--- src/rtl/alu_writeback_if.sv ---
// alu_writeback_if: ALU-result bus into the writeback stage, plus the shared flag/control types.
//   types::flags_t  - architectural flags {S, Z, C, V}
//   types::ctl_t    - per-flag commit enables {C, Z, S, V}
//   master modport  - producer (ALU side): drives in_valid and in_* fields, sees in_ready
//   slave modport   - writeback stage: sees in_valid and in_* fields, drives in_ready
package types;
   typedef struct packed {
      logic s;
      logic z;
      logic c;
      logic v;
   } flags_t;
   typedef struct packed {
      logic c;
      logic z;
      logic s;
      logic v;
   } ctl_t;
endpackage

interface alu_writeback_if #(
   parameter int width = 8,
   parameter int nregs = 4
);
   localparam int aw = $clog2(nregs);
   logic               in_valid;
   logic               in_ready;
   logic [width-1:0]   in_data;
   types::flags_t      in_flags;
   types::ctl_t        in_fmask;
   logic [aw-1:0]      in_rd;
   logic               in_we;
   modport master (output in_valid, in_data, in_flags, in_fmask, in_rd, in_we, input in_ready);
   modport slave (input in_valid, in_data, in_flags, in_fmask, in_rd, in_we, output in_ready);
endinterface

--- src/rtl/alu_writeback.sv ---
// alu_writeback: execute-to-writeback stage; one pipeline register committing into a register file and flag register.
//   clk, rst_n        - clock, asynchronous active-low reset
//   in_bus            - ALU result handshake (valid/ready, data, flags, flag mask, rd, we)
//   wb_stall          - hold the stage register and suppress commit
//   rs1/rs2, rdata1/2 - bypassed register reads (combinational)
//   flags             - bypassed flags for the ALU flag input (combinational)
//   commit_valid/rd/data - trace of the entry committing on this edge
module alu_writeback #(
   parameter int width = 8,
   parameter int nregs = 4,
   localparam int aw = $clog2(nregs)
) (
   input  logic             clk,
   input  logic             rst_n,
   alu_writeback_if.slave   in_bus,
   input  logic             wb_stall,
   input  logic [aw-1:0]    rs1,
   input  logic [aw-1:0]    rs2,
   output logic [width-1:0] rdata1,
   output logic [width-1:0] rdata2,
   output types::flags_t    flags,
   output logic             commit_valid,
   output logic [aw-1:0]    commit_rd,
   output logic [width-1:0] commit_data
);
   logic             valid_q;
   logic             we_q;
   logic [width-1:0] data_q;
   logic [aw-1:0]    rd_q;
   types::flags_t    flags_q;
   types::flags_t    fmask_q;
   types::flags_t    freg;
   types::flags_t    fmask_in;
   types::flags_t    merged;
   logic [width-1:0] rf [nregs];
   logic             accept;
   logic             commit;
   // mask is reordered into flags_t bit order so the merge is a plain bitwise select
   assign fmask_in = '{s: in_bus.in_fmask.s, z: in_bus.in_fmask.z, c: in_bus.in_fmask.c, v: in_bus.in_fmask.v};
   assign merged = types::flags_t'((fmask_q & flags_q) | (~fmask_q & freg));
   assign commit = valid_q && !wb_stall;
   assign in_bus.in_ready = !valid_q || !wb_stall;
   assign accept = in_bus.in_valid && in_bus.in_ready;
   always_ff @(posedge clk or negedge rst_n) begin
      if (!rst_n) begin
         valid_q <= 1'b0;
         we_q    <= 1'b0;
         data_q  <= '0;
         rd_q    <= '0;
         flags_q <= '0;
         fmask_q <= '0;
         freg    <= '0;
         for (int i = 0; i < nregs; i++) rf[i] <= '0;
      end else begin
         if (commit) begin
            if (we_q) rf[rd_q] <= data_q;
            freg <= merged;
         end
         if (accept) begin
            valid_q <= 1'b1;
            we_q    <= in_bus.in_we;
            data_q  <= in_bus.in_data;
            rd_q    <= in_bus.in_rd;
            flags_q <= in_bus.in_flags;
            fmask_q <= fmask_in;
         end else if (commit) begin
            valid_q <= 1'b0;
         end
      end
   end
   // the pending entry shadows the register file and flag register, even while stalled
   assign rdata1 = (valid_q && we_q && rd_q == rs1) ? data_q : rf[rs1];
   assign rdata2 = (valid_q && we_q && rd_q == rs2) ? data_q : rf[rs2];
   assign flags = valid_q ? merged : freg;
   assign commit_valid = commit;
   assign commit_rd = rd_q;
   assign commit_data = data_q;
endmodule

--- src/flat_wrapper.sv ---
// flat-port wrapper written by rule: the top's interface ports become plain ports
module alu_writeback_flat 
#(
   parameter int width = 8,
   parameter int nregs = 4,
   localparam int aw = $clog2(nregs)
)
  (clk, rst_n, wb_stall, rs1, rs2, rdata1, rdata2, flags, commit_valid, commit_rd, commit_data, in_bus_in_valid, in_bus_in_data, in_bus_in_flags, in_bus_in_fmask, in_bus_in_rd, in_bus_in_we, in_bus_in_ready);
  alu_writeback_if #(.width(width), .nregs(nregs)) in_bus_i ();
  input  logic clk;
  input  logic rst_n;
  input  logic wb_stall;
  input  logic [aw-1:0] rs1;
  input  logic [aw-1:0] rs2;
  output logic [width-1:0] rdata1;
  output logic [width-1:0] rdata2;
  output types::flags_t flags;
  output logic commit_valid;
  output logic [aw-1:0] commit_rd;
  output logic [width-1:0] commit_data;
  input wire logic [$bits(in_bus_i.in_valid)-1:0] in_bus_in_valid;
  input wire logic [$bits(in_bus_i.in_data)-1:0] in_bus_in_data;
  input wire logic [$bits(in_bus_i.in_flags)-1:0] in_bus_in_flags;
  input wire logic [$bits(in_bus_i.in_fmask)-1:0] in_bus_in_fmask;
  input wire logic [$bits(in_bus_i.in_rd)-1:0] in_bus_in_rd;
  input wire logic [$bits(in_bus_i.in_we)-1:0] in_bus_in_we;
  output wire logic [$bits(in_bus_i.in_ready)-1:0] in_bus_in_ready;
  assign in_bus_i.in_valid = in_bus_in_valid;
  assign in_bus_i.in_data = in_bus_in_data;
  assign in_bus_i.in_flags = in_bus_in_flags;
  assign in_bus_i.in_fmask = in_bus_in_fmask;
  assign in_bus_i.in_rd = in_bus_in_rd;
  assign in_bus_i.in_we = in_bus_in_we;
  assign in_bus_in_ready = in_bus_i.in_ready;
  alu_writeback #(.width(width), .nregs(nregs)) u_core (.clk(clk), .rst_n(rst_n), .in_bus(in_bus_i), .wb_stall(wb_stall), .rs1(rs1), .rs2(rs2), .rdata1(rdata1), .rdata2(rdata2), .flags(flags), .commit_valid(commit_valid), .commit_rd(commit_rd), .commit_data(commit_data));
endmodule
--- config.mk ---
export PLATFORM = sky130hd
export DESIGN_NAME = alu_writeback_flat
export DESIGN_NICKNAME = d
export VERILOG_FILES = /design/src/rtl/alu_writeback_if.sv /design/src/rtl/alu_writeback.sv /design/src/flat_wrapper.sv
export SDC_FILE = /design/constraint.sdc
export NUM_CORES = 1
export LEC_CHECK = 0
export ABC_AREA = 1
export BUFFER_PORTS_ARGS = -buffer_cell sky130_fd_sc_hd__buf_2
export CORE_MARGIN = 2
export CORE_UTILIZATION = 56
export DETAILED_ROUTE_END_ITERATION = 10
export PLACE_DENSITY = 0.8
export REMOVE_ABC_BUFFERS = 1
export SYNTH_ARGS = -nofsm -noshare
export SYNTH_HDL_FRONTEND = slang
export SYNTH_SLANG_ARGS = --single-unit
--- constraint.sdc ---
create_clock -name clk -period 1.68 [get_ports clk]
set_input_delay 0.336 -clock clk [delete_from_list [all_inputs] [get_ports clk]]
set_output_delay 0.336 -clock clk [all_outputs]
set_load 0.01 [all_outputs]
# == Word-level counts from Yosys, hierarchy flattened ==
# Index checks and enable logic that the tools add are counted.
# classes
magnitude_cmp,4
n_eq_ne,2
mux,14
bitwise_logic,7
n_reduce_logical,11
# ops
op,count
two-way mux 8 bit,7
binary-select mux 8 bit (select 2 bit),2
bitwise mux 32 bit,1
demux 8 bit (select 2 bit),1
greater-or-equal comparator 3 bit (second input constant),3
inverter 2 -> 3 bit,3
AND 4 bit,2
logical AND 1 bit,6
equality test 2 bit,2
two-way mux 4 bit,1
inverter 4 bit,1
OR 4 bit,1
< comparator 3 x 1 -> 1 bit (second input constant),1
logical NOT 1 bit,2
two-way mux 1 bit,2
AND reduction 2 bit,1
nonzero test 2 bit,1
logical OR 1 bit,1
# totals
ff_bits,56
input_bits,27
output_inout_bits,32
elab_cells,58

# == Longest topological paths before layout ==
# Gate-level depths: netlist of run 1.
# depth
depth_word,6
mapped_depth,8
mapped_depth_nobuf,6

# == Worst setup path after synthesis of run 1 ==
# No wires, ideal clock.
# synth_timing
path_type,reg-to-output
start,"register u_core.rd_q[0], in the netlist u_core.commit_rd[0]"
end,output port rdata1[0]
t_arrival_ns,1.156
t_required_ns,1.344
path_slack_ns,0.188
path_stages_with_launch,8
path_buffers,1
path_cell_list,dfrtp_1 buf_6 inv_1 nand2_1 nand2_1 nor2_2 nand3_1 nand2_1
# synth_via
elab_chain_len,3
# synth_rtl
item,line_no,source
"start, declared",alu_writeback.sv:29,logic [aw-1:0] rd_q;
"start signal, assigned",alu_writeback.sv:63,rd_q <= in_bus.in_rd;
equality test 2 bit,alu_writeback.sv:72,assign rdata1 = (valid_q && we_q && rd_q == rs1) ? data_q : rf[rs1];
logical AND 1 bit,alu_writeback.sv:72,
two-way mux 8 bit,alu_writeback.sv:72,
"end, declared",flat_wrapper.sv:15,output logic [width-1:0] rdata1;
# No other way between the ends.

# == Worst setup path in the final report of run 1 ==
# layout_timing
start,"register u_core.rd_q[0], in the netlist u_core.commit_rd[0]"
end,output port rdata2[3]
# layout_via
elab_chain_len,3
# layout_rtl
item,line_no,source
equality test 2 bit,alu_writeback.sv:73,assign rdata2 = (valid_q && we_q && rd_q == rs2) ? data_q : rf[rs2];
logical AND 1 bit,alu_writeback.sv:73,
two-way mux 8 bit,alu_writeback.sv:73,
"end, declared",flat_wrapper.sv:16,output logic [width-1:0] rdata2;
# No other way between the ends.

==> out/qor.txt, run 1 <==
SETUP PATH
-----------------------------------------------------------------------------------------------
Peak fanout along the critical path                                                           8
Kind of cell with the highest combined delay on the critical path                    flip-flops
Crit-path slowest cell                                                             sky130_fd_sc_hd__dfrtp_2
Largest stage delay on the critical path                                                 500 ps
Buffers and inverters on the worst path                                                       1
Required time at the worst-slack endpoint                                               1340 ps
Data arrival at the endpoint of the critical path                                       1540 ps
Type of the setup path with the least slack                                          reg -> out
Type of destination of the critical path                                             output pin
Startpoint type of the worst setup path                                               flip-flop
Cell chain of the critical path                                                    xnor2_4 > nand3_4 > nand2_2 > nand2_1 > buf_2

PLACED DESIGN
-----------------------------------------------------------------------------------------------
Final Wtd Congestion                                                                      0.924
Area after detailed placement                                                       0.00370 mm²
Port buffer count                                                                            58
HPWL after detailed placement                                                           5.91 mm
Placement-stage worst setup slack                                                       94.5 ps
Number of placed instances with taps included                                               590

DETAILED ROUTING
-----------------------------------------------------------------------------------------------
Total length of routed met2 wires                                                       3.88 mm
Total vias in the final route                                                              3257
Met1 routed wirelength after detailed routing                                           3.61 mm
Remaining antenna violation count                                                             0
Routed wire length                                                                      8.26 mm
Highest metal layer with signal wires                                                      met4
Wire length per cell                                                                    13.7 µm
Number of DRC violations after detailed routing                                               0
First DRT Iteration DRCs                                                                    309
Via density                                                                                5.42
Met3 routed WL                                                                           603 µm
DRT Pass-1 Iters                                                                              7

FINAL LAYOUT
-----------------------------------------------------------------------------------------------
Layout cells sized above 1                                                                24.8%
Fill cell instance count of the final layout                                                474
Leading cell type in the layout, fill and taps excluded                            sky130_fd_sc_hd__nand2_1
Area taken by flip-flops and latches                                                0.00140 mm²
Combined area of the multi-input logic cells                                        0.00151 mm²
Final std cell area, no fill                                                        0.00389 mm²
Most used cells in the layout excluding fill and tap cells                         174 x sky130_fd_sc_hd__nand2_1, 57 x sky130_fd_sc_hd__buf_2, 55 x sky130_fd_sc_hd__dfrtp_1
Post-layout net count                                                                       555
Signed area change from the synthesized netlist to the final layout                       23.1%
ANT cells                                                                                     0
Count of placed standard cells in the final layout, fillers left out                        601

FLOORPLANNING
-----------------------------------------------------------------------------------------------
Number of top-level pins                                                                     59
Starting utilization of the core area                                                     57.8%
Placeable core region                                                               0.00547 mm²
Vertical extent of the die                                                              79.2 µm
Row count                                                                                    27
Die Area                                                                            0.00627 mm²
Chip Width                                                                              79.2 µm

SYNTH
-----------------------------------------------------------------------------------------------
Warnings, synthesis                                                                           0
Share of the synthesized area in the top cell type                                        44.3%
Average instance area after synthesis                                                  7.08 µm²
Proportion of synthesized chip area in sequential cells                                   44.3%
Register bit total from synthesis                                                            56
Synth Cell Area                                                                     0.00316 mm²
Yosys top cell by area                                                             sky130_fd_sc_hd__dfrtp_1
Cells after synthesis                                                                       447
Library cells used by synthesis                                                              21
Largest cells by area after synthesis                                              sky130_fd_sc_hd__dfrtp_1 44%, sky130_fd_sc_hd__nand2_1 22%, sky130_fd_sc_hd__nand3_1 7.8%, sky130_fd_sc_hd__inv_1 5.6%, sky130_fd_sc_hd__o21ai_0 4.4%

POWER
-----------------------------------------------------------------------------------------------
Peak supply drop                                                                       0.695 mV
Total power divided by cell area                                                    1240 mW/mm²
Leak pwr                                                                             0.00217 µW

GRT
-----------------------------------------------------------------------------------------------
Largest net degree at the start of global routing                                            57
First-pass GRT wire length                                                              13.7 mm
Total track usage                                                                         27.8%
Via count of the first global-routing pass                                                 3037
Total overflow reported by the global router                                                  0
Number of antenna violations at the first check in global routing                             0

STA
-----------------------------------------------------------------------------------------------
Slew headroom                                                                             74.8%
Number of max-slew violations in the final report                                             0
Final Cycle Share                                                                          112%
Number of failing setup endpoints in the final timing report                                 16
Worst Skew                                                                              6.92 ps
Transition at the pin with the smallest max-transition slack                             378 ps
Fmax                                                                                  0.533 GHz
Unrepaired setup endpoints after global routing                                            true
Final sum of negative setup slack                                                      -2690 ps
Min Clock Period, post-route                                                            1880 ps
Post-layout worst setup margin                                                          -197 ps
Hold Fails Final Rpt                                                                          5
Final hold slack                                                                       -2.06 ps

CLOCK TREE
-----------------------------------------------------------------------------------------------
Clk Tree Root Cell                                                                 sky130_fd_sc_hd__clkbuf_8
Clock Latency Late Sink                                                                  310 ps
Clock tree from TritonCTS                                                                  done
CTS Buffer Depth                                                                              2
Clock input transition at the sequential cells of the worst setup and hold paths         110 ps
CTS H-tree lvls                                                                               2
Inserted Clock Buffers                                                                        5
Clock Sinks                                                                                  56
Number of hold buffers added after cts                                                        0

STATUS
-----------------------------------------------------------------------------------------------
Run status                                                                         finished with violations
Violated checks                                                                    negative hold slack, negative setup slack

MIN PATH
-----------------------------------------------------------------------------------------------
Class of the worst hold path                                                        in -> async

RUN
-----------------------------------------------------------------------------------------------
Max Cap Violations                                                                            0

==> worst register-to-register path: stages (launching register included) <==
cell and delay, ps:
sky130_fd_sc_hd__dfrtp_1 380, sky130_fd_sc_hd__nand2_2 80, sky130_fd_sc_hd__buf_4 170, sky130_fd_sc_hd__nor2_8 130, sky130_fd_sc_hd__nand3_2 320, sky130_fd_sc_hd__nand2_1 150
sky130_fd_sc_hd__o21ai_1 80
==> cells by family (layout without fill, tap and decap cells) <==
logic type                after synthesis  in the layout  share of synthesized area (%)
AOI/OAI and AO/OA                      54             54                           8.54
xor gates and xnor gates                2              2                           1.15
buffers and inverters                  72            154                           9.73
DFF                                    56             56                           44.3
and+or+nand+nor                       263            263                           36.3
==> routing by layer <==
layer | vias to the layer above | global-route usage [%]
met2 | 154 | 44.7
met1 | 1508 | 38.1
li1 | 1573 | -
met3 | 22 | 4.55
met5 | - | 0
met4 | 0 | 10.0
==> what timing repair did <==
item | in CTS | in global routing
resized for setup | 8 | 18
endpoints found under the setup margin | 16 | 19
pin swaps | 5 | 8
buffers inserted | 2 | 1
==> sequential cells by signal (all words and copies together), names as in the netlist <==
signal	count
u_core.commit_data	8
u_core.commit_rd	2
u_core.flags_q	4
u_core.fmask_q	4
u_core.freg	4
u_core.rf	32
u_core.valid_q	1
u_core.we_q	1
==> metrics by stage <==
stage,hold slack (ps),util [%],power (µW)
finish,-2.06,71.1,4820
global route,24.4,71.1,5200
CTS,17.1,70.2,4760
detailed placement,360,67.6,3960
global placement,356,67.6,3880
floorplan,40.4,-,3270
==> where the power goes <==
| group | internal [µW] | switching, µW |
|---|---|---|
| combinational | 785 | 1170 |
| sequential | 1810 | 282 |
| clock | 307 | 461 |
==> cell usage after synthesis <==
cell,instances
sky130_fd_sc_hd__nand2_1,185
sky130_fd_sc_hd__dfrtp_1,56
sky130_fd_sc_hd__nand3_1,49
sky130_fd_sc_hd__inv_1,47
sky130_fd_sc_hd__o21ai_0,28
sky130_fd_sc_hd__o21ai_1,16
sky130_fd_sc_hd__buf_2,15
sky130_fd_sc_hd__a21oi_1,10
sky130_fd_sc_hd__nor2_1,10
sky130_fd_sc_hd__nand4_1,8
sky130_fd_sc_hd__inv_2,4
sky130_fd_sc_hd__nand3_2,4
sky130_fd_sc_hd__buf_4,3
sky130_fd_sc_hd__nand2_2,3
sky130_fd_sc_hd__clkinv_1,2
sky130_fd_sc_hd__nand3_4,2
sky130_fd_sc_hd__buf_6,1
sky130_fd_sc_hd__nor2_2,1
sky130_fd_sc_hd__nor2_8,1
sky130_fd_sc_hd__xnor2_1,1
sky130_fd_sc_hd__xnor2_4,1
==> cell type report <==
cell class                      instances  share of cell area [%]
Clock buffer                            6                    1.86
Clock inverter                          2                   0.450
Inverter                               53                    5.14
Multi-Input combinational cell        319                    38.9
Sequential cell                        56                    36.0
Tap cell                               72                    2.31
Timing Repair Buffer                   93                    15.3
==> path summary, 6_finish.rpt <==
check | from | endpoint | slack [ps] | cells after the start
worst min-delay path | rst_n | u_core.commit_data[6] | -2 | 2
min in group clk | in_bus_in_flags[1] | u_core.flags_q[1] | 250 | 3
worst min register to register | u_core.flags_q[1] | u_core.flags_q[1] | 480 | 2
max in group asynchronous | rst_n | u_core.commit_rd[0] | 1410 | 2
worst max register to register | u_core.we_q | u_core.rf[15] | 260 | 6
worst max-delay path | u_core.commit_rd[0] | rdata2[3] | -200 | 5
(Power assumes the default switching activity.)
==> run 2: changes to the inputs <==
CORE_UTILIZATION = 50   (was 56)
PLACE_DENSITY = 0.76   (was 0.8)
clock period = 1.5 ns   (was 1.68 ns; I/O delays follow)
==> run 2 against run 1 <==
The run ends with negative setup slack left. Non-clock buffer count grew 6. First-iteration DRC count shrank 9.1%. Die area grew 11%. Total power grew 14%. Critical path depth grew 2. Hold slack gained 210 ps. Combinational power grew 16%. Global-route usage shrank 2.9 points. Clock power grew 15%. Via count grew 0.95%. Clock skew shrank 3.7 ps. Largest cell class unchanged. Highest routed layer unchanged.
==> out/qor.txt, run 2 (synthesis gave the netlist of run 1 again) <==
STATUS
-----------------------------------------------------------------------------------------------
Violated checks                                                                    negative setup slack
Run status                                                                         finished with violations

SETUP PATH
-----------------------------------------------------------------------------------------------
Startpoint type of the worst setup path                                               flip-flop
Data arrival at the endpoint of the critical path                                       1510 ps   -30 ps
Required time at the worst-slack endpoint                                               1200 ps   -140 ps
Buffers and inverters on the worst path                                                       3   +2
Type of the setup path with the least slack                                          reg -> out
Type of destination of the critical path                                             output pin
Peak fanout along the critical path                                                           8   unchanged
Largest stage delay on the critical path                                                 450 ps   -50 ps
Crit-path slowest cell                                                             sky130_fd_sc_hd__dfrtp_1
Most prevalent standard cell on the critical path                                  sky130_fd_sc_hd__nand2_2
Kind of cell with the highest combined delay on the critical path                    flip-flops
Cell chain of the critical path                                                    inv_2 > nand2_2 > nand2_2 > buf_6 > nand4_1 > nand2_2 > buf_2

DETAILED ROUTING
-----------------------------------------------------------------------------------------------
Via density                                                                                5.39   -0.54%
Wire length per cell                                                                    14.3 µm   +4.2%
First DRT Iteration DRCs                                                                    281   -9.1%
Total vias in the final route                                                              3288   +0.95%
Routed wire length                                                                      8.74 mm   +5.8%
DRT Pass-1 Iters                                                                              6   -1
Number of DRC violations after detailed routing                                               0   unchanged
Remaining antenna violation count                                                             0   unchanged

STA
-----------------------------------------------------------------------------------------------
Transition at the pin with the smallest max-transition slack                             304 ps   -73.4 ps
Final Cycle Share                                                                          121%
Number of max-slew violations in the final report                                             0   unchanged
Post-layout worst setup margin                                                          -313 ps   -116 ps
Fmax                                                                                  0.551 GHz
Final sum of negative setup slack                                                      -4510 ps   -1820 ps
Slew headroom                                                                             79.7%   +4.9 points
Hold Fails Final Rpt                                                                          0   -5
Number of failing setup endpoints in the final timing report                                 16   unchanged
Unrepaired setup endpoints after global routing                                            true
Min Clock Period, post-route                                                            1810 ps
Worst Skew                                                                              3.26 ps   -3.67 ps

FLOORPLANNING
-----------------------------------------------------------------------------------------------
Number of top-level pins                                                                     59   unchanged
Placeable core region                                                               0.00603 mm²   +10%
Starting utilization of the core area                                                     52.5%   -5.3 points
Vertical extent of the die                                                              83.5 µm   +5.5%
Row count                                                                                    28   +3.7%
Die Area                                                                            0.00698 mm²   +11%
Chip Width                                                                              83.5 µm   +5.5%

FINAL LAYOUT
-----------------------------------------------------------------------------------------------
Post-layout net count                                                                       561   +1.1%
Most used cells in the layout excluding fill and tap cells                         177 x sky130_fd_sc_hd__nand2_1, 58 x sky130_fd_sc_hd__buf_2, 55 x sky130_fd_sc_hd__dfrtp_1
Signed area change from the synthesized netlist to the final layout                       27.3%
Leading cell type in the layout, fill and taps excluded                            sky130_fd_sc_hd__nand2_1
Fill cell instance count of the final layout                                                534   +13%
ANT cells                                                                                     0   unchanged
Number of flip-flops under the largest register name                                         32   unchanged
Layout cells sized above 1                                                                28.2%   +3.5 points
Register name with the most flops                                                     u_core.rf
Count of placed standard cells in the final layout, fillers left out                        610   +1.5%

GRT
-----------------------------------------------------------------------------------------------
First-pass GRT wire length                                                              14.0 mm   +2.3%
Total track usage                                                                         24.9%   -2.9 points
Via count of the first global-routing pass                                                 2935   -3.4%
Largest net degree at the start of global routing                                            57   unchanged
Number of antenna violations at the first check in global routing                             0   unchanged
Total overflow reported by the global router                                                  0   unchanged

CLOCK TREE
-----------------------------------------------------------------------------------------------
Clock input transition at the sequential cells of the worst setup and hold paths         100 ps   about the same
CTS Buffer Depth                                                                              2   unchanged
Clock tree from TritonCTS                                                                  done
Inserted Clock Buffers                                                                        5   unchanged
Clock Sinks                                                                                  56   unchanged
Clk Tree Root Cell                                                                 sky130_fd_sc_hd__clkbuf_8
Clock Latency Late Sink                                                                  310 ps   about the same
CTS H-tree lvls                                                                               2   unchanged

PLACED DESIGN
-----------------------------------------------------------------------------------------------
Final Wtd Congestion                                                                      0.890   -3.7%
Number of placed instances with taps included                                               595   +0.85%
Port buffer count                                                                            58   unchanged
HPWL after detailed placement                                                           6.08 mm   +2.9%

POWER
-----------------------------------------------------------------------------------------------
Leak pwr                                                                             0.00224 µW   +2.8%
Total power divided by cell area                                                    1370 mW/mm²   +11%
Peak supply drop                                                                       0.738 mV   +6.2%

RUN
-----------------------------------------------------------------------------------------------
Max Cap Violations                                                                            0   unchanged

MIN PATH
-----------------------------------------------------------------------------------------------
Class of the worst hold path                                                          in -> reg

[run 2: worst paths after layout]
kind                                     start                  end  slack [ps]  cells after the start
setup / recovery           u_core.commit_rd[1]            rdata2[6]        -310                      7
hold / removal              in_bus_in_fmask[1]    u_core.fmask_q[3]         210                      3
setup reg to reg           u_core.commit_rd[0]         u_core.rf[8]          90                      8
hold reg to reg              u_core.flags_q[2]    u_core.flags_q[2]         480                      2
max in group asynchronous                rst_n  u_core.commit_rd[0]         740                      3
min in group asynchronous                rst_n         u_core.rf[5]         500                      3
[run 2: cell type report]
type | instances | area (µm²) | share of cell area, %
clock buffer | 6 | 82.6 | 2.05
clock inverter | 2 | 13.8 | 0.342
inverter | 53 | 201 | 5.00
multi-input combinational | 319 | 1560 | 38.8
sequential | 56 | 1400 | 34.8
tap | 75 | 93.8 | 2.33
timing repair buffer | 99 | 668 | 16.6
[run 2: worst register-to-register path, cell delays in order (launching register included)]
cell                      delay [ps]
sky130_fd_sc_hd__dfrtp_2         480
sky130_fd_sc_hd__inv_2            60
sky130_fd_sc_hd__buf_4           130
sky130_fd_sc_hd__buf_4           120
sky130_fd_sc_hd__buf_4           140
sky130_fd_sc_hd__nand3_2          80
sky130_fd_sc_hd__buf_4           170
sky130_fd_sc_hd__nand2_1          60
sky130_fd_sc_hd__o21ai_1          90
[run 2: per-layer routing]
metal | part of all wire (%) | up-vias | track usage (%) | routed length (µm)
li1 | - | 1578 | - | -
met3 | 7.9 | 24 | 3.86 | 690
met1 | 43 | 1510 | 34.6 | 3740
met5 | 0 | - | 0 | 0
met2 | 47 | 176 | 40.8 | 4100
met4 | 2.4 | 0 | 7.04 | 210
[run 2: power by group]
| part | switching [µW] | internal, µW | total (µW) |
|---|---|---|---|
| logic | 1350 | 915 | 2270 |
| clock network | 503 | 379 | 882 |
| registers | 332 | 2030 | 2360 |
[run 2: metrics by stage]
stage / power [µW] / utilization, % / hold slack, ps / setup slack (ps) / area, µm²
3_3_place_gp: 4360 / 61.9 / 323 / 5.22 / 3730
5_1_grt: 5940 / 66.8 / 207 / -380 / 4030
3_5_place_dp: 4450 / 61.9 / 322 / -51.0 / 3730
4_1_cts: 5430 / 65.3 / 198 / -290 / 3940
6_report: 5510 / 66.8 / 205 / -313 / 4030
2_1_floorplan: 3660 / - / 4.41 / -141 / 3050
[run 2: what timing repair did]
action | CTS | global route
cloned | 0 | 1
endpoints found under the hold margin | 56 | 0
hold buffers | 1 | 0
endpoints found under the setup margin | 22 | 22
pin swaps | 16 | 16
buffers inserted | 2 | 3
gates resized for setup | 28 | 24
